**src/rtl/picosoc_timer_if.sv**
```systemverilog
// picosoc_timer_if: iomem bus bundle between the SoC iomem port and the timer.
//   iomem_valid  request, held by the master until acknowledged
//   iomem_ready  one-cycle acknowledge from the slave
//   iomem_wstrb  byte write strobes, 4'b0000 means read
//   iomem_addr   byte address
//   iomem_wdata  write data
//   iomem_rdata  read data, valid only while iomem_ready is high (0 otherwise)
interface picosoc_timer_if;
    localparam int unsigned ADDR_W = 32;
    localparam int unsigned DATA_W = 32;
    localparam int unsigned STRB_W = DATA_W / 8;

    logic                iomem_valid;
    logic                iomem_ready;
    logic [STRB_W-1:0]   iomem_wstrb;
    logic [ADDR_W-1:0]   iomem_addr;
    logic [DATA_W-1:0]   iomem_wdata;
    logic [DATA_W-1:0]   iomem_rdata;

    modport master (
        output iomem_valid,
        output iomem_wstrb,
        output iomem_addr,
        output iomem_wdata,
        input  iomem_ready,
        input  iomem_rdata
    );

    modport slave (
        input  iomem_valid,
        input  iomem_wstrb,
        input  iomem_addr,
        input  iomem_wdata,
        output iomem_ready,
        output iomem_rdata
    );
endinterface

```
**src/rtl/picosoc_timer.sv**
```systemverilog
// picosoc_timer: down-counting timer peripheral with 16-bit prescaler,
// one-shot / auto-reload modes and a level interrupt.
//   clk    single clock, all state on the rising edge
//   reset  asynchronous, active-high
//   bus    iomem slave port (256-byte window at BASE_ADDR)
//   irq    registered level interrupt = STATUS.expired & CTRL.irq_en
// Register map (offset = addr[7:2]):
//   0x00 CTRL     bit0 enable, bit1 auto_reload, bit2 irq_en
//   0x04 PRESCALE [15:0]
//   0x08 LOAD     [31:0]
//   0x0C COUNT    [31:0]
//   0x10 STATUS   bit0 expired, write-1-to-clear
module picosoc_timer #(
    parameter logic [31:0] BASE_ADDR      = 32'h0300_0000,
    parameter logic [15:0] PRESCALE_RESET = 16'h0000
) (
    input  logic           clk,
    input  logic           reset,
    picosoc_timer_if.slave bus,
    output logic           irq
);

    localparam int unsigned DATA_W = 32;
    localparam int unsigned PRE_W  = 16;
    localparam int unsigned CTRL_W = 3;
    localparam int unsigned OFF_W  = 6;

    localparam logic [OFF_W-1:0] OFF_CTRL     = OFF_W'(0);
    localparam logic [OFF_W-1:0] OFF_PRESCALE = OFF_W'(1);
    localparam logic [OFF_W-1:0] OFF_LOAD     = OFF_W'(2);
    localparam logic [OFF_W-1:0] OFF_COUNT    = OFF_W'(3);
    localparam logic [OFF_W-1:0] OFF_STATUS   = OFF_W'(4);

    // CTRL bit positions
    localparam int unsigned B_EN   = 0;
    localparam int unsigned B_AUTO = 1;
    localparam int unsigned B_IRQE = 2;

    typedef enum logic {
        ST_IDLE = 1'b0,
        ST_ACK  = 1'b1
    } state_e;

    state_e              state_q;
    logic                ready_q;
    logic [DATA_W-1:0]   rdata_q;

    logic [CTRL_W-1:0]   ctrl_q,     ctrl_d;
    logic [PRE_W-1:0]    prescale_q, prescale_d;
    logic [PRE_W-1:0]    pcnt_q,     pcnt_d;
    logic [DATA_W-1:0]   load_q,     load_d;
    logic [DATA_W-1:0]   count_q,    count_d;
    logic                expired_q,  expired_d;
    logic                irq_q;

    logic [OFF_W-1:0]    off_c;
    logic                sel_c;
    logic                wr_c;
    logic                tick_c;
    logic                expire_c;
    logic                clr_c;
    logic [DATA_W-1:0]   rd_mux_c;
    logic                unused_addr_c;

    // Byte-lane merge of new write data over an old register value.
    function automatic logic [DATA_W-1:0] byte_merge(
        input logic [DATA_W-1:0] old_v,
        input logic [DATA_W-1:0] new_v,
        input logic [3:0]        strb
    );
        logic [DATA_W-1:0] r;
        r = old_v;
        for (int i = 0; i < 4; i++) begin
            if (strb[i]) r[8*i +: 8] = new_v[8*i +: 8];
        end
        return r;
    endfunction

    // Address decode; bus writes only happen on the IDLE->ACK capture edge.
    always_comb begin
        off_c = bus.iomem_addr[7:2];
        sel_c = bus.iomem_valid && (bus.iomem_addr[31:8] == BASE_ADDR[31:8]);
        wr_c  = sel_c && (state_q == ST_IDLE) && (bus.iomem_wstrb != 4'b0000);
    end

    assign unused_addr_c = ^bus.iomem_addr[1:0];

    // Read mux over the current register values.
    always_comb begin
        rd_mux_c = '0;
        case (off_c)
            OFF_CTRL:     rd_mux_c = {(DATA_W-CTRL_W)'(0), ctrl_q};
            OFF_PRESCALE: rd_mux_c = {(DATA_W-PRE_W)'(0), prescale_q};
            OFF_LOAD:     rd_mux_c = load_q;
            OFF_COUNT:    rd_mux_c = count_q;
            OFF_STATUS:   rd_mux_c = {(DATA_W-1)'(0), expired_q};
            default:      rd_mux_c = '0;
        endcase
    end

    // Timer datapath: hardware update first, bus write applied on top so it wins.
    always_comb begin
        ctrl_d     = ctrl_q;
        prescale_d = prescale_q;
        load_d     = load_q;
        count_d    = count_q;
        expire_c   = 1'b0;
        clr_c      = 1'b0;

        tick_c = ctrl_q[B_EN] && (pcnt_q == prescale_q);
        if (ctrl_q[B_EN]) begin
            pcnt_d = tick_c ? '0 : pcnt_q + PRE_W'(1);
        end else begin
            pcnt_d = '0;
        end

        if (tick_c) begin
            if (count_q != '0) begin
                count_d = count_q - DATA_W'(1);
            end else begin
                expire_c = 1'b1;
                if (ctrl_q[B_AUTO]) count_d = load_q;
                else                ctrl_d[B_EN] = 1'b0;
            end
        end

        if (wr_c) begin
            case (off_c)
                OFF_CTRL: begin
                    if (bus.iomem_wstrb[0]) ctrl_d = bus.iomem_wdata[CTRL_W-1:0];
                end
                OFF_PRESCALE: begin
                    if (bus.iomem_wstrb[0]) prescale_d[7:0]  = bus.iomem_wdata[7:0];
                    if (bus.iomem_wstrb[1]) prescale_d[15:8] = bus.iomem_wdata[15:8];
                end
                OFF_LOAD:   load_d  = byte_merge(load_q, bus.iomem_wdata, bus.iomem_wstrb);
                OFF_COUNT:  count_d = byte_merge(count_d, bus.iomem_wdata, bus.iomem_wstrb);
                OFF_STATUS: clr_c   = bus.iomem_wstrb[0] && bus.iomem_wdata[0];
                default: ;
            endcase
        end

        // Expiry on the same edge as a clear keeps the flag set.
        expired_d = expire_c | (expired_q & ~clr_c);
    end

    // Bus handshake FSM with registered ready/rdata.
    always_ff @(posedge clk or posedge reset) begin
        if (reset) begin
            state_q <= ST_IDLE;
            ready_q <= 1'b0;
            rdata_q <= '0;
        end else begin
            case (state_q)
                ST_IDLE: begin
                    ready_q <= 1'b0;
                    rdata_q <= '0;
                    if (sel_c) begin
                        state_q <= ST_ACK;
                        ready_q <= 1'b1;
                        rdata_q <= rd_mux_c;
                    end
                end
                ST_ACK: begin
                    state_q <= ST_IDLE;
                    ready_q <= 1'b0;
                    rdata_q <= '0;
                end
                default: begin
                    state_q <= ST_IDLE;
                    ready_q <= 1'b0;
                    rdata_q <= '0;
                end
            endcase
        end
    end

    // Register file, prescaler and interrupt register.
    always_ff @(posedge clk or posedge reset) begin
        if (reset) begin
            ctrl_q     <= '0;
            prescale_q <= PRESCALE_RESET;
            pcnt_q     <= '0;
            load_q     <= '0;
            count_q    <= '0;
            expired_q  <= 1'b0;
            irq_q      <= 1'b0;
        end else begin
            ctrl_q     <= ctrl_d;
            prescale_q <= prescale_d;
            pcnt_q     <= pcnt_d;
            load_q     <= load_d;
            count_q    <= count_d;
            expired_q  <= expired_d;
            irq_q      <= expired_q & ctrl_q[B_IRQE];
        end
    end

    assign bus.iomem_ready = ready_q;
    assign bus.iomem_rdata = rdata_q;
    assign irq             = irq_q;

endmodule

```
**src/flat_wrapper.sv**
```systemverilog
// flat-port wrapper written by rule: the top's interface ports become plain ports
module picosoc_timer_flat 
#(
    parameter logic [31:0] BASE_ADDR      = 32'h0300_0000,
    parameter logic [15:0] PRESCALE_RESET = 16'h0000
)
  (clk, reset, irq, bus_iomem_valid, bus_iomem_wstrb, bus_iomem_addr, bus_iomem_wdata, bus_iomem_ready, bus_iomem_rdata);
  picosoc_timer_if bus_i ();
  input  logic clk;
  input  logic reset;
  output logic irq;
  input wire logic [$bits(bus_i.iomem_valid)-1:0] bus_iomem_valid;
  input wire logic [$bits(bus_i.iomem_wstrb)-1:0] bus_iomem_wstrb;
  input wire logic [$bits(bus_i.iomem_addr)-1:0] bus_iomem_addr;
  input wire logic [$bits(bus_i.iomem_wdata)-1:0] bus_iomem_wdata;
  output wire logic [$bits(bus_i.iomem_ready)-1:0] bus_iomem_ready;
  output wire logic [$bits(bus_i.iomem_rdata)-1:0] bus_iomem_rdata;
  assign bus_i.iomem_valid = bus_iomem_valid;
  assign bus_i.iomem_wstrb = bus_iomem_wstrb;
  assign bus_i.iomem_addr = bus_iomem_addr;
  assign bus_i.iomem_wdata = bus_iomem_wdata;
  assign bus_iomem_ready = bus_i.iomem_ready;
  assign bus_iomem_rdata = bus_i.iomem_rdata;
  picosoc_timer #(.BASE_ADDR(BASE_ADDR), .PRESCALE_RESET(PRESCALE_RESET)) u_core (.clk(clk), .reset(reset), .bus(bus_i), .irq(irq));
endmodule
```
**config.mk**
```make
export PLATFORM = sky130hd
export DESIGN_NAME = picosoc_timer_flat
export DESIGN_NICKNAME = d
export VERILOG_FILES = /design/src/rtl/picosoc_timer_if.sv /design/src/rtl/picosoc_timer.sv /design/src/flat_wrapper.sv
export SDC_FILE = /design/constraint.sdc
export NUM_CORES = 1
export LEC_CHECK = 0
export BUFFER_PORTS_ARGS = -buffer_cell sky130_fd_sc_hd__buf_2
export CAP_MARGIN = 0
export CORE_MARGIN = 5
export CORE_UTILIZATION = 45
export CTS_BUF_LIST = sky130_fd_sc_hd__clkbuf_4
export DETAILED_ROUTE_END_ITERATION = 10
export GPL_ROUTABILITY_DRIVEN = 0
export PLACE_DENSITY_LB_ADDON = 0.25
export SLEW_MARGIN = 0
export SYNTH_ARGS = -nofsm -noshare
export SYNTH_HDL_FRONTEND = slang
export SYNTH_SLANG_ARGS = --single-unit
```
**constraint.sdc**
```tcl
create_clock -name clk -period 6.3 [get_ports clk]
set_clock_uncertainty 0.15 [all_clocks]
set_input_delay 1.26 -clock clk [delete_from_list [all_inputs] [get_ports clk]]
set_output_delay 1.26 -clock clk [all_outputs]
set_load 0.02 [all_outputs]
```
# Word-level counts from Yosys, hierarchy flattened
# Cells that the tools add are included.
# word_totals
out_inout_bits,34
wordCells,68
rom_bits,0
mem_bits_rw,0
latchBits,0
n_memories,0
reg_bits,134
in_bits,71
# classes
addsub,2
eq_ne,6
mux,26
n_lt_le_gt_ge,0
reduce_logical,15
mul,0
bitwise_logic,5
n_shift,0
div,0
# ops
operator,n
$mux 32,6
$pmux 32 s5,1
$pmux 32 s2,1
$mux 16,2
$mux 8,4
$reduce_bool 32->1,1
$sub 32x1->32 const B,1
$eq 24x18->1 const B,1
$reduce_and 3->1,7
$add 16x1->16 const B,1
$eq 16x16->1,1
$eq 6x2->1 const B,2
$mux 1,11
$eq 6x1->1 const B,1
$eq 6x3->1 const B,1
$logic_not 6->1,1
$logic_and 1x1->1,5
$reduce_bool 4->1,1
$and 1x1->1,2
$not 1->1,2
$pmux 1 s2,1
$or 1x1->1,1

# Depth between registers and ports, before layout
# Gate-level depths: netlist of run 1.
# logic_depth
word_depth,8
depth_mapped,9

# Worst setup path before layout of run 1
# OpenSTA, ideal clock, no wires.
# synth_path
kind,input to register
startpoint,input port bus_iomem_addr[5]
endpoint,register u_core.ctrl_q[1]
arrival_ns,2.932
required_ns,6.025
setup_time_ns,0.125
setup_slack_ns,3.093
stages,4
n_path_buf,0
path_cell_list,nor4_1 -> nand3_1 -> or4b_2 -> mux2_2
# synth_via
elab_chain_len,2
# synth_rtl
item,line_no,rtl
start: declaration,flat_wrapper.sv:14,input wire logic [$bits(bus_i.iomem_addr)-1:0] bus_iomem_addr;
$logic_not 6->1,picosoc_timer.sv:128,case (off_c)
$reduce_and 3->1 (no source line),n/a,
end signal: assignment,picosoc_timer.sv:189,ctrl_q <= ctrl_d;
end: declaration,picosoc_timer.sv:48,"logic [CTRL_W-1:0] ctrl_q, ctrl_d;"
# Every way passes these cells.
# A chain may end at the register's enable or synchronous reset.

# Final worst setup path of run 1
# layout_path
startpoint,input port bus_iomem_addr[5]
endpoint,register u_core.load_q[13]
# layout_via
elab_chain_len,2
# layout_rtl
item,line_no,rtl
$eq 6x2->1,picosoc_timer.sv:128,
$reduce_and 3->1 (no source line),n/a,
end signal: assignment,picosoc_timer.sv:192,load_q <= load_d;
end: declaration,picosoc_timer.sv:51,"logic [DATA_W-1:0] load_q, load_d;"
# Every way passes these cells.

==> results of run 1 <==
-- synthesized netlist by cell type, types with 9 or more instances --
| master | number | area (sq um) |
|---|---|---|
| sky130_fd_sc_hd__clkbuf_1 | 27 | 101 |
| sky130_fd_sc_hd__mux2i_1 | 26 | 260 |
| sky130_fd_sc_hd__nand2_1 | 54 | 203 |
| sky130_fd_sc_hd__a31oi_1 | 12 | 75.1 |
| sky130_fd_sc_hd__and2_1 | 9 | 56.3 |
| sky130_fd_sc_hd__nand4_1 | 16 | 100 |
| sky130_fd_sc_hd__o21ai_0 | 17 | 85.1 |
| sky130_fd_sc_hd__a22oi_1 | 15 | 113 |
| sky130_fd_sc_hd__nand3_1 | 28 | 140 |
| sky130_fd_sc_hd__nor4_1 | 12 | 75.1 |
| sky130_fd_sc_hd__nor2_1 | 76 | 285 |
| sky130_fd_sc_hd__o31ai_1 | 16 | 120 |
| sky130_fd_sc_hd__nor3_1 | 9 | 45.0 |
| sky130_fd_sc_hd__a21oi_1 | 21 | 105 |
| sky130_fd_sc_hd__xnor2_1 | 23 | 201 |
| sky130_fd_sc_hd__mux2_2 | 63 | 709 |
| sky130_fd_sc_hd__and3_1 | 14 | 87.6 |
| sky130_fd_sc_hd__dfrtp_1 | 134 | 3350 |
| sky130_fd_sc_hd__inv_1 | 13 | 48.8 |
-- stage by stage --
step                instances  utilization  instance area, sq um  worst slack [ns]  total power [W]
floorplan                 707            -                  7210              1.31         0.000916
global placement          994        0.499                  7870              1.88         0.000953
detailed placement        994        0.499                  7870              1.83         0.000955
CTS                      1026        0.519                  8180              2.45          0.00160
global route             1026        0.519                  8180              2.17          0.00164
finish                   1027        0.519                  8190              2.43          0.00158
-- power by group through the flow --
stage	sequential [W]	combinational, W	clock [W]
floorplan	0.000878	0.0000378	0
global placement	0.000878	0.0000755	0
detailed placement	0.000878	0.0000772	0
CTS	0.000861	0.0000773	0.000661
global route	0.000862	0.0000860	0.000687
finish	0.000861	0.0000760	0.000645
-- state kept, by name, indices dropped and copies added, names as in the netlist --
signal	flops
u_core.pcnt_q	16
u_core.load_q	32
u_core.bus.iomem_ready	1
u_core.bus.iomem_rdata	32
u_core.count_q	32
u_core.ctrl_q	3
u_core.prescale_q	16
u_core.irq	1
u_core.expired_q	1
-- logic make-up after synthesis --
kind of cell | Yosys count
buf+inv | 49
compound gates | 140
flops | 134
simple gates | 258
xor+xnor | 31
mux | 92
fa+ha+maj | 3
-- how the worst max path moves through the flow --
stage                      start                        end  slack, ns  cells after the start
3_3_place_gp   bus_iomem_addr[5]           u_core.load_q[1]       1.88                      6
4_1_cts        bus_iomem_addr[5]          u_core.load_q[13]       2.45                      6
6_report       bus_iomem_addr[5]          u_core.load_q[13]       2.43                      6
3_5_place_dp   bus_iomem_addr[5]          u_core.load_q[13]       1.83                      6
5_1_grt        bus_iomem_addr[5]          u_core.load_q[13]       2.17                      6
2_1_floorplan              reset  u_core.bus.iomem_rdata[0]       1.31                      1
-- routing by layer --
metal,global-route usage,wire length (microns)
met1,0.294,8730
met2,0.382,10100
met3,0.0507,1310
met4,0.0845,540
met5,0,0
-- area by class of cell --
| cell class | instances | area share |
|---|---|---|
| inverter | 13 | 0.00627 |
| tap | 216 | 0.0330 |
| multi-input combinational | 524 | 0.445 |
| clock buffer | 18 | 0.0165 |
| sequential | 134 | 0.410 |
| timing repair buffer | 107 | 0.0669 |
| clock inverter | 14 | 0.0223 |
| antenna | 1 | 0.000306 |
==> qor.tcl, run 1 <==
set qor(cts_setup_buffers) 0
set qor(min-delay-path-class) {register to register}
set qor(critical_path.max_stage_delay_ns) 0.73
set qor(timing.critical_path.to_type) {register}
set qor(post_cts_hold_buffer_count) 0
set qor(postSynth.asyncResetShare) 1.00
set qor(power.switching_fraction) 0.239
set qor(synth_fa_ha_area_frac) 0.00521
set qor(syn_area_sq_um) 7210
set qor(r2r_setup_slack_ns) 2.71
set qor(drive_above_1_share) 0.274
set qor(grt_max_degree) 76
set qor(grt_util_all_layers) 0.229
set qor(fill_cell_count) 1490
set qor(report.final.slew_viol_count) 0
set qor(layout_commonest_cell) {sky130_fd_sc_hd__dfrtp_1}
set qor(detailroute.via_count) 6123
set qor(cts.reportedPaths.clkPinSlew_ns) 0.12
set qor(worst_ep_required_time_ns) 6.60
set qor(critical_path.slowest_cell) {sky130_fd_sc_hd__nand4_1}
set qor(fraction_of_power_consumed_by_the_clock_network) 0.408
set qor(cp-start-kind) {primary input}
set qor(synth-simple-area-share) 0.186
set qor(multi_input_comb_area_sq_um) 3640
set qor(layout.cells.most_common_list) {134 x sky130_fd_sc_hd__dfrtp_1, 102 x sky130_fd_sc_hd__buf_2, 76 x sky130_fd_sc_hd__nor2_1}
set qor(max-clock-path-buffers) 2
set qor(period_minus_slack_ns) 3.87
set qor(detail-route-antenna-nets) 0
set qor(core.rowCount) 46
set qor(cts_tree) {built}
set qor(io_buffers) 102
set qor(drt_first_iter_violations) 414
set qor(post-route-period-util) 0.614
set qor(detail_route.first_pass.iterations) 5
set qor(synthesis.yosys.warnings) 0
set qor(worstPathMaxFanout) 17
set qor(die_h_microns) 137
set qor(power.combinational.fraction) 0.048
set qor(globalRouteOverflowTotal) 0
set qor(synth_seq_area_share) 0.465
set qor(worst_hold_slack_ns) 0.362
set qor(clockRootBuffer) {sky130_fd_sc_hd__clkbuf_4}
set qor(die_width_microns) 137
set qor(synth_compound_gate_area_share) 0.133
set qor(max_slew.worst_pin.slew_ns) 1.12
set qor(power.net_switching_w) 0.000378
set qor(wire_length_of_the_first_global_routing_pass_microns) 33500
set qor(count_of_flip_flops_with_a_built_in_enable_after_synthesis) 0
set qor(regToRegStartpoint) {u_core.count_q[12]}
set qor(slew_headroom) 0.249
set qor(synth_top_family_by_area) {simple AND/OR/NAND/NOR gates}
set qor(ys.flop_type) {sky130_fd_sc_hd__dfrtp_1}
set qor(p_int_w) 0.00121
set qor(worst_hold_startpoint) {u_core.pcnt_q[0]}
set qor(post_cts.resized_instances) 0
set qor(synth_seq_cells) 134
set qor(dp.final_hpwl_microns) 14600
set qor(result_of_the_run) {completed}
set qor(finalSetupViolCount) 0
set qor(cpLargestDelayFamily) {simple AND/OR/NAND/NOR gates}
set qor(drc) 0
set qor(synthCells) 707
set qor(cts-buffers-inserted) 17
set qor(synth-xor-area-share) 0.0377
set qor(power.density_nw_per_um2) 193
set qor(power_frac_seq) 0.544
set qor(routed_wire_length_per_instance_microns) 20.2
set qor(syn_to_final_growth_pct) 13.6
set qor(worstPathBufferInverterCount) 1
set qor(placeableCoreArea_sq_um) 15800
set qor(synth_area_per_cell_sq_um) 10.2
set qor(clock_tree.htree_level_count) 4
set qor(worst_path_cell_chain) {buf_2, nor4_1, nand4_1, nor2_1, nand2_1, mux2_2}
set qor(rsz_0062_raised_after_global_routing) {false}
set qor(synthesis.nets) 781
set qor(design.portCount) 105
set qor(synth.area.mux_share) 0.144
set qor(hold_viol) 0
set qor(fp.dieArea_sq_um) 18600
set qor(criticalPathCategory) {primary input to register}
set qor(max-vdd-ir-drop_mv) 0.101
set qor(power_leakage_nw) 3.60
set qor(clkLatencyLatePin_ns) 0.58
set qor(cts_sinks) 134
set qor(initial_utilization) 0.457
set qor(first_global_vias) 6443
set qor(fin_nets) 871
set qor(maxClockFrequency_ghz) 0.259
set qor(grt_antenna_before_repair) 0
set qor(route.final.wire_length_microns) 20700
set qor(ys_types) 65
set qor(hold_path_depth) 1
set qor(endpoint_of_the_lowest_slack_register_to_register_path) {u_core.count_q[6]}
set qor(fin_tns_setup_ns) 0
set qor(timing.hold.worst_endpoint) {u_core.pcnt_q[0]}
set qor(worstPathArrival_ns) 4.17
set qor(max_cap_viol_count) 0
set qor(sequential_cell_area_sq_um) 3350
set qor(r2r.worst_path.cells) 7
set qor(routed_via_density) 5.96
Power figures use the tool's default switching activity.
==> run 2: changes to the inputs <==
Clock period 6.3 ns to 3.4 ns, I/O delays scaled along.
==> run 2 against run 1 <==
  * Clock-buffer cell count grew 4
  * Non-clock buffer count grew 25
  * Core utilization grew 0.67 points
  * Die area is the same
  * Critical path type is now register to register
  * Critical endpoint is now u_core.count_q[10]
  * Sequential share of layout area shrank 0.52 points
  * Sequential power grew 86%
  * Worst setup slack lost 2.0 ns
  * Clock power grew 43%
  * Highest routed layer unchanged
  * Flip-flop and latch count is the same
  * Critical path depth grew 1
  * Combinational power grew 89%
==> qor.tcl, run 2 (synthesized netlist as in run 1, its figures left out) <==
set qor(cpLargestDelayFamily) {simple AND/OR/NAND/NOR gates}
set qor(detailroute.via_count) 6162 ;# +0.64%
set qor(globalRouteOverflowTotal) 0 ;# unchanged
set qor(syn_to_final_growth_pct) 15.1
set qor(io_buffers) 102 ;# unchanged
set qor(wire_length_of_the_first_global_routing_pass_microns) 32700 ;# -2.5%
set qor(antenna_cells) 0 ;# -1
set qor(period_minus_slack_ns) 2.95
set qor(cts.reportedPaths.clkPinSlew_ns) 0.10 ;# -0.02 ns
set qor(clockRootBuffer) {sky130_fd_sc_hd__clkbuf_4}
set qor(max-clock-path-buffers) 2 ;# unchanged
set qor(maxClockFrequency_ghz) 0.339
set qor(critical_path.max_stage_delay_ns) 0.65 ;# -0.08 ns
set qor(regToRegStartpoint) {u_core.count_q[12]}
set qor(criticalPathCategory) {register to register}
set qor(detail-route-antenna-nets) 0 ;# unchanged
set qor(power_leakage_nw) 3.69 ;# +2.5%
set qor(fin_tns_setup_ns) 0 ;# unchanged
set qor(worstSetupStartpoint) {u_core.count_q[12]}
set qor(cts_sinks) 134 ;# unchanged
set qor(route.final.wire_length_microns) 20100 ;# -3.0%
set qor(design.portCount) 105 ;# unchanged
set qor(detail_route.first_pass.iterations) 5 ;# unchanged
set qor(max-vdd-ir-drop_mv) 0.152 ;# +50%
set qor(worstPathBufferInverterCount) 1 ;# unchanged
set qor(grt_max_degree) 135 ;# +78%
set qor(slew_headroom) 0.382 ;# +0.134
set qor(routed_wire_length_per_instance_microns) 19.2 ;# -4.9%
set qor(core.rowCount) 46 ;# unchanged
set qor(endpoint_of_the_lowest_slack_register_to_register_path) {u_core.count_q[10]}
set qor(rsz_0062_raised_after_global_routing) {false}
set qor(drive_above_1_share) 0.291 ;# +0.0168
set qor(dpl_cell_area_sq_um) 8070 ;# +2.6%
set qor(timing.critical_path.to_type) {register}
set qor(drc) 0 ;# unchanged
set qor(dp.final_hpwl_microns) 14700 ;# +0.81%
set qor(worst_ep_required_time_ns) 3.67 ;# -2.93 ns
set qor(fp.dieArea_sq_um) 18600 ;# unchanged
set qor(cp-start-kind) {register}
set qor(report.final.slew_viol_count) 0 ;# unchanged
set qor(worstPathArrival_ns) 3.21 ;# -0.96 ns
set qor(grt_antenna_before_repair) 0 ;# unchanged
set qor(initial_utilization) 0.457 ;# unchanged
set qor(critical_path.slowest_cell) {sky130_fd_sc_hd__or4_4}
set qor(cts-buffers-inserted) 17 ;# unchanged
set qor(cts_tree) {built}
set qor(layout.cells.most_common_list) {134 x sky130_fd_sc_hd__dfrtp_1, 102 x sky130_fd_sc_hd__buf_2, 76 x sky130_fd_sc_hd__nor2_1}
set qor(power.density_nw_per_um2) 321 ;# +66%
set qor(placeableCoreArea_sq_um) 15800 ;# unchanged
set qor(post-route-period-util) 0.866
set qor(r2r.worst_path.cells) 7 ;# unchanged
set qor(max_slew.worst_pin.slew_ns) 0.922 ;# -0.195 ns
set qor(fin_nets) 896 ;# +2.9%
set qor(cts_setup_buffers) 0 ;# unchanged
set qor(die_width_microns) 137 ;# unchanged
set qor(layout_commonest_cell) {sky130_fd_sc_hd__dfrtp_1}
set qor(die_h_microns) 137 ;# unchanged
set qor(min-delay-path-class) {primary input to asynchronous set/reset pin}
set qor(finalInstanceArea_sq_um) 8290 ;# +1.3%
set qor(hold_viol) 0 ;# unchanged
set qor(finalSetupViolCount) 0 ;# unchanged
set qor(clkLatencyLatePin_ns) 0.55 ;# -0.03 ns
set qor(r2r_setup_slack_ns) 0.45 ;# -2.26 ns
set qor(max_cap_viol_count) 0 ;# unchanged
set qor(post_cts.resized_instances) 0 ;# unchanged
set qor(drt_first_iter_violations) 512 ;# +24%
set qor(routed_via_density) 5.88 ;# -1.4%
set qor(worstPathMaxFanout) 11 ;# -6
set qor(worst_hold_slack_ns) 0.114 ;# -0.248 ns
set qor(first_global_vias) 6447 ;# +0.062%
set qor(post_cts_hold_buffer_count) 0 ;# unchanged
set qor(clock_tree.htree_level_count) 4 ;# unchanged
set qor(grt_util_all_layers) 0.223 ;# -0.00628
set qor(result_of_the_run) {completed}
set qor(worst_path_cell_chain) {nor4_1, nand3_1, buf_4, or4_4, o2111ai_1, a21boi_0, o31ai_1}
==> run 2: cell types whose count changed in the layout (fill, tap and decap cells not counted), sizes merged <==
cell and delta:
diode -1, bufinv -3, inv -2, clkinvlp -2
buf +25, clkbuf +4
==> run 2: power breakdown <==
group / switching (W) / leakage, nW / internal [W]
clock: 0.000540 / 0.128 / 0.000381
combinational: 0.0000849 / 1.84 / 0.0000594
sequential: 0.00000198 / 1.72 / 0.00159
==> run 2: worst register-to-register path, cell delays in order (launching register included) <==
cell and delay (ns):
sky130_fd_sc_hd__dfrtp_1 0.49, sky130_fd_sc_hd__nor4_1 0.59, sky130_fd_sc_hd__nand3_1 0.16, sky130_fd_sc_hd__buf_4 0.22, sky130_fd_sc_hd__or4_4 0.65, sky130_fd_sc_hd__o2111ai_1 0.23, sky130_fd_sc_hd__a21boi_0 0.23, sky130_fd_sc_hd__o31ai_1 0.11
==> run 2: per-stage QoR <==
step | worst slack [ns] | power [W] | std cells | util
global route | 0.311 | 0.00277 | 1048 | 0.526
finish | 0.454 | 0.00266 | 1048 | 0.526
global placement | 0.453 | 0.00177 | 1019 | 0.512
detailed placement | 0.383 | 0.00177 | 1019 | 0.512
CTS | 0.523 | 0.00269 | 1048 | 0.526
floorplan | 0.773 | 0.00170 | 707 | -
==> run 2: worst max path at each step <==
stage / cells past startpoint / endpoint
floorplan: 4 / u_core.ctrl_q[1]
global placement: 7 / u_core.load_q[11]
detailed placement: 7 / u_core.load_q[14]
CTS: 7 / u_core.count_q[10]
global route: 7 / u_core.count_q[10]
finish: 7 / u_core.count_q[10]
==> run 2: cell type report <==
| cell class | count | area (sq um) |
|---|---|---|
| clock buffer | 22 | 165 |
| clock inverter | 7 | 58.8 |
| fill | 1473 | 7480 |
| inverter | 13 | 52.6 |
| multi-input combinational | 524 | 3640 |
| sequential | 134 | 3350 |
| tap | 216 | 270 |
| timing repair buffer | 132 | 748 |
==> run 2: per-layer routing <==
metal	up-vias	routed length (microns)	global-route usage
li1	2852	-	-
met1	3057	8570	0.283
met2	216	9880	0.372
met3	37	1230	0.0581
met4	0	429	0.0761
met5	-	0	0
==> run 3: changes to the inputs <==
Settings changed: SKIP_LAST_GASP set to 1.
Clock period 3.4 ns to 2.7 ns, I/O delays scaled along.
==> run 3 against run 2 <==
  * Core utilization up 2.4 points
  * Non-clock buffer count up 42
  * Hold slack worse by 0.077 ns
  * Largest cell class unchanged
==> qor.tcl, run 3 (synthesized netlist as in run 1, its figures left out) <==
set qor(cts-buffers-inserted) 17 ;# unchanged
set qor(fin_tns_setup_ns) 0 ;# unchanged
set qor(max-vdd-ir-drop_mv) 0.273 ;# +80%
set qor(worstPathArrival_ns) 2.84 ;# -0.37 ns
set qor(finalSetupViolCount) 0 ;# unchanged
set qor(cts_sinks) 134 ;# unchanged
set qor(power_leakage_nw) 3.91 ;# +5.8%
set qor(rsz_0062_raised_after_global_routing) {false}
set qor(r2r_setup_slack_ns) 0.18 ;# -0.28 ns
set qor(r2r.worst_path.cells) 8 ;# +1
set qor(routed_wire_length_per_instance_microns) 19.1 ;# -0.56%
set qor(sequential_cell_area_sq_um) 3350 ;# unchanged
set qor(grt_antenna_before_repair) 0 ;# unchanged
set qor(result_of_the_run) {completed}
set qor(fp.dieArea_sq_um) 18600 ;# unchanged
set qor(drc) 0 ;# unchanged
set qor(routed_via_density) 5.84 ;# -0.71%
set qor(wire_length_of_the_first_global_routing_pass_microns) 33900 ;# +3.7%
set qor(cts.reportedPaths.clkPinSlew_ns) 0.12 ;# +0.02 ns
set qor(detail-route-antenna-nets) 0 ;# unchanged
set qor(slew_headroom) 0.508 ;# +0.126
set qor(drive_above_1_share) 0.330 ;# +0.0390
set qor(post-route-period-util) 0.935 ;# +0.0680
set qor(worstPathMaxFanout) 10 ;# -1
set qor(grt_max_degree) 135 ;# unchanged
set qor(timing.critical_path.to_type) {register}
set qor(worst_ep_required_time_ns) 3.02 ;# -0.65 ns
set qor(syn_to_final_growth_pct) 20.4
set qor(clockRootBuffer) {sky130_fd_sc_hd__clkbuf_4}
set qor(multi_input_comb_area_sq_um) 3660 ;# +0.34%
set qor(placeableCoreArea_sq_um) 15800 ;# unchanged
set qor(design.portCount) 105 ;# unchanged
set qor(max_cap_viol_count) 0 ;# unchanged
set qor(drt_first_iter_violations) 497 ;# -2.9%
set qor(worst_hold_slack_ns) 0.0370 ;# -0.0770 ns
set qor(io_buffers) 102 ;# unchanged
set qor(hold_viol) 0 ;# unchanged
set qor(period_minus_slack_ns) 2.52 ;# -0.423 ns
set qor(max_slew.worst_pin.slew_ns) 0.737 ;# -0.185 ns
set qor(dp.final_hpwl_microns) 15300 ;# +4.2%
set qor(clkLatencyLatePin_ns) 0.54 ;# about the same
set qor(totalPowerFinal_w) 0.00348 ;# +31%
set qor(detail_route.first_pass.iterations) 5 ;# unchanged
set qor(first_global_vias) 6657 ;# +3.3%
set qor(fill_cell_count) 1446 ;# -1.8%
set qor(postLayoutCoreUtil) 0.550 ;# +0.0241
set qor(regToRegStartpoint) {u_core.count_q[15]}
set qor(fin_nets) 938 ;# +4.7%
set qor(globalRouteOverflowTotal) 0 ;# unchanged
set qor(post_cts_hold_buffer_count) 0 ;# unchanged
set qor(core.rowCount) 46 ;# unchanged
set qor(maxClockFrequency_ghz) 0.396 ;# +17%
set qor(min-delay-path-class) {primary input to asynchronous set/reset pin}
set qor(die_h_microns) 137 ;# unchanged
set qor(layout.cells.most_common_list) {134 x sky130_fd_sc_hd__dfrtp_1, 102 x sky130_fd_sc_hd__buf_2, 76 x sky130_fd_sc_hd__nor2_1}
set qor(die_width_microns) 137 ;# unchanged
set qor(clock_tree.htree_level_count) 4 ;# unchanged
set qor(max-clock-path-buffers) 2 ;# unchanged
set qor(detailroute.via_count) 6375 ;# +3.5%
set qor(grt_util_all_layers) 0.232 ;# +0.00888
set qor(endpoint_of_the_lowest_slack_register_to_register_path) {u_core.count_q[6]}
set qor(layout_commonest_cell) {sky130_fd_sc_hd__dfrtp_1}
set qor(initial_utilization) 0.457 ;# unchanged
set qor(power.density_nw_per_um2) 401 ;# +25%
set qor(cp-start-kind) {register}
set qor(criticalPathCategory) {register to register}
set qor(cts_tree) {built}
set qor(final-instance-count-excl-fill) 1092 ;# +4.2%
set qor(route.final.wire_length_microns) 20800 ;# +3.6%
set qor(report.final.slew_viol_count) 0 ;# unchanged
set qor(placed_cells) 1060 ;# +4.0%
set qor(antenna_cells) 0 ;# unchanged
## run 3: changes by cell type in the layout (fill, tap and decap cells not counted)
cell                         change
sky130_fd_sc_hd__buf_4          +41
sky130_fd_sc_hd__clkbuf_4        -5
sky130_fd_sc_hd__clkinv_2        +2
sky130_fd_sc_hd__clkinv_4        +2
sky130_fd_sc_hd__clkinvlp_4      +2
sky130_fd_sc_hd__nor4_1          -2
sky130_fd_sc_hd__nor4_2          +2
sky130_fd_sc_hd__buf_12          +1
sky130_fd_sc_hd__bufinv_16       +1
sky130_fd_sc_hd__clkinv_1        -1
sky130_fd_sc_hd__inv_6           +1
## run 3: routing by layer
| metal | track usage | up-vias | wire length [microns] |
|---|---|---|---|
| met3 | 0.0570 | 50 | 1180 |
| li1 | - | 2938 | - |
| met4 | 0.0929 | 0 | 588 |
| met1 | 0.302 | 3148 | 8980 |
| met5 | 0 | - | 0 |
| met2 | 0.373 | 239 | 10100 |
## run 3: worst max path at each step
stage                        from                end  slack, ns
2_1_floorplan   bus_iomem_addr[5]   u_core.ctrl_q[1]       0.21
3_3_place_gp    bus_iomem_addr[9]   u_core.ctrl_q[1]       0.14
3_5_place_dp   u_core.count_q[15]  u_core.count_q[6]       0.04
4_1_cts        u_core.count_q[15]  u_core.count_q[6]       0.02
5_1_grt        u_core.count_q[30]  u_core.count_q[3]       0.01
6_report       u_core.count_q[15]  u_core.count_q[6]       0.18
## run 3: report_power, final
group	leakage, nW	internal [W]	switching, W	total (W)
sequential	1.72	0.00201	0.00000145	0.00201
combinational	2.05	0.0000767	0.000109	0.000186
clock	0.138	0.000535	0.000747	0.00128
## run 3: stage by stage
| stage | worst slack, ns | instance area, sq um |
|---|---|---|
| finish | 0.177 | 8670 |
| global route | 0.0119 | 8670 |
| CTS | 0.0202 | 8650 |
| detailed placement | 0.0442 | 8390 |
| global placement | 0.139 | 8390 |
| floorplan | 0.213 | 7210 |
## run 3: area by class of cell
class	instances	area share
multi-input cells	524	0.422
clock buffers	17	0.0147
flip-flops and latches	134	0.387
clock inverters	14	0.0157
inverters	13	0.00606
well taps	216	0.0312
repair buffers	174	0.124
## run 3: repair_timing
action | 4_1_cts | 5_1_grt
setup buffers | 0 | 1
endpoints found under the setup margin | 0 | 5
resized for setup | 0 | 2
## run 3: worst max-delay path, stage by stage (launching register included)
cell and delay [ns]:
sky130_fd_sc_hd__dfrtp_1 0.43, sky130_fd_sc_hd__nor4_2 0.36, sky130_fd_sc_hd__nand3_1 0.19, sky130_fd_sc_hd__buf_4 0.23
sky130_fd_sc_hd__nor4_2 0.33, sky130_fd_sc_hd__buf_4 0.26, sky130_fd_sc_hd__o211ai_1 0.13, sky130_fd_sc_hd__a22o_1 0.26
sky130_fd_sc_hd__o21ai_1 0.12
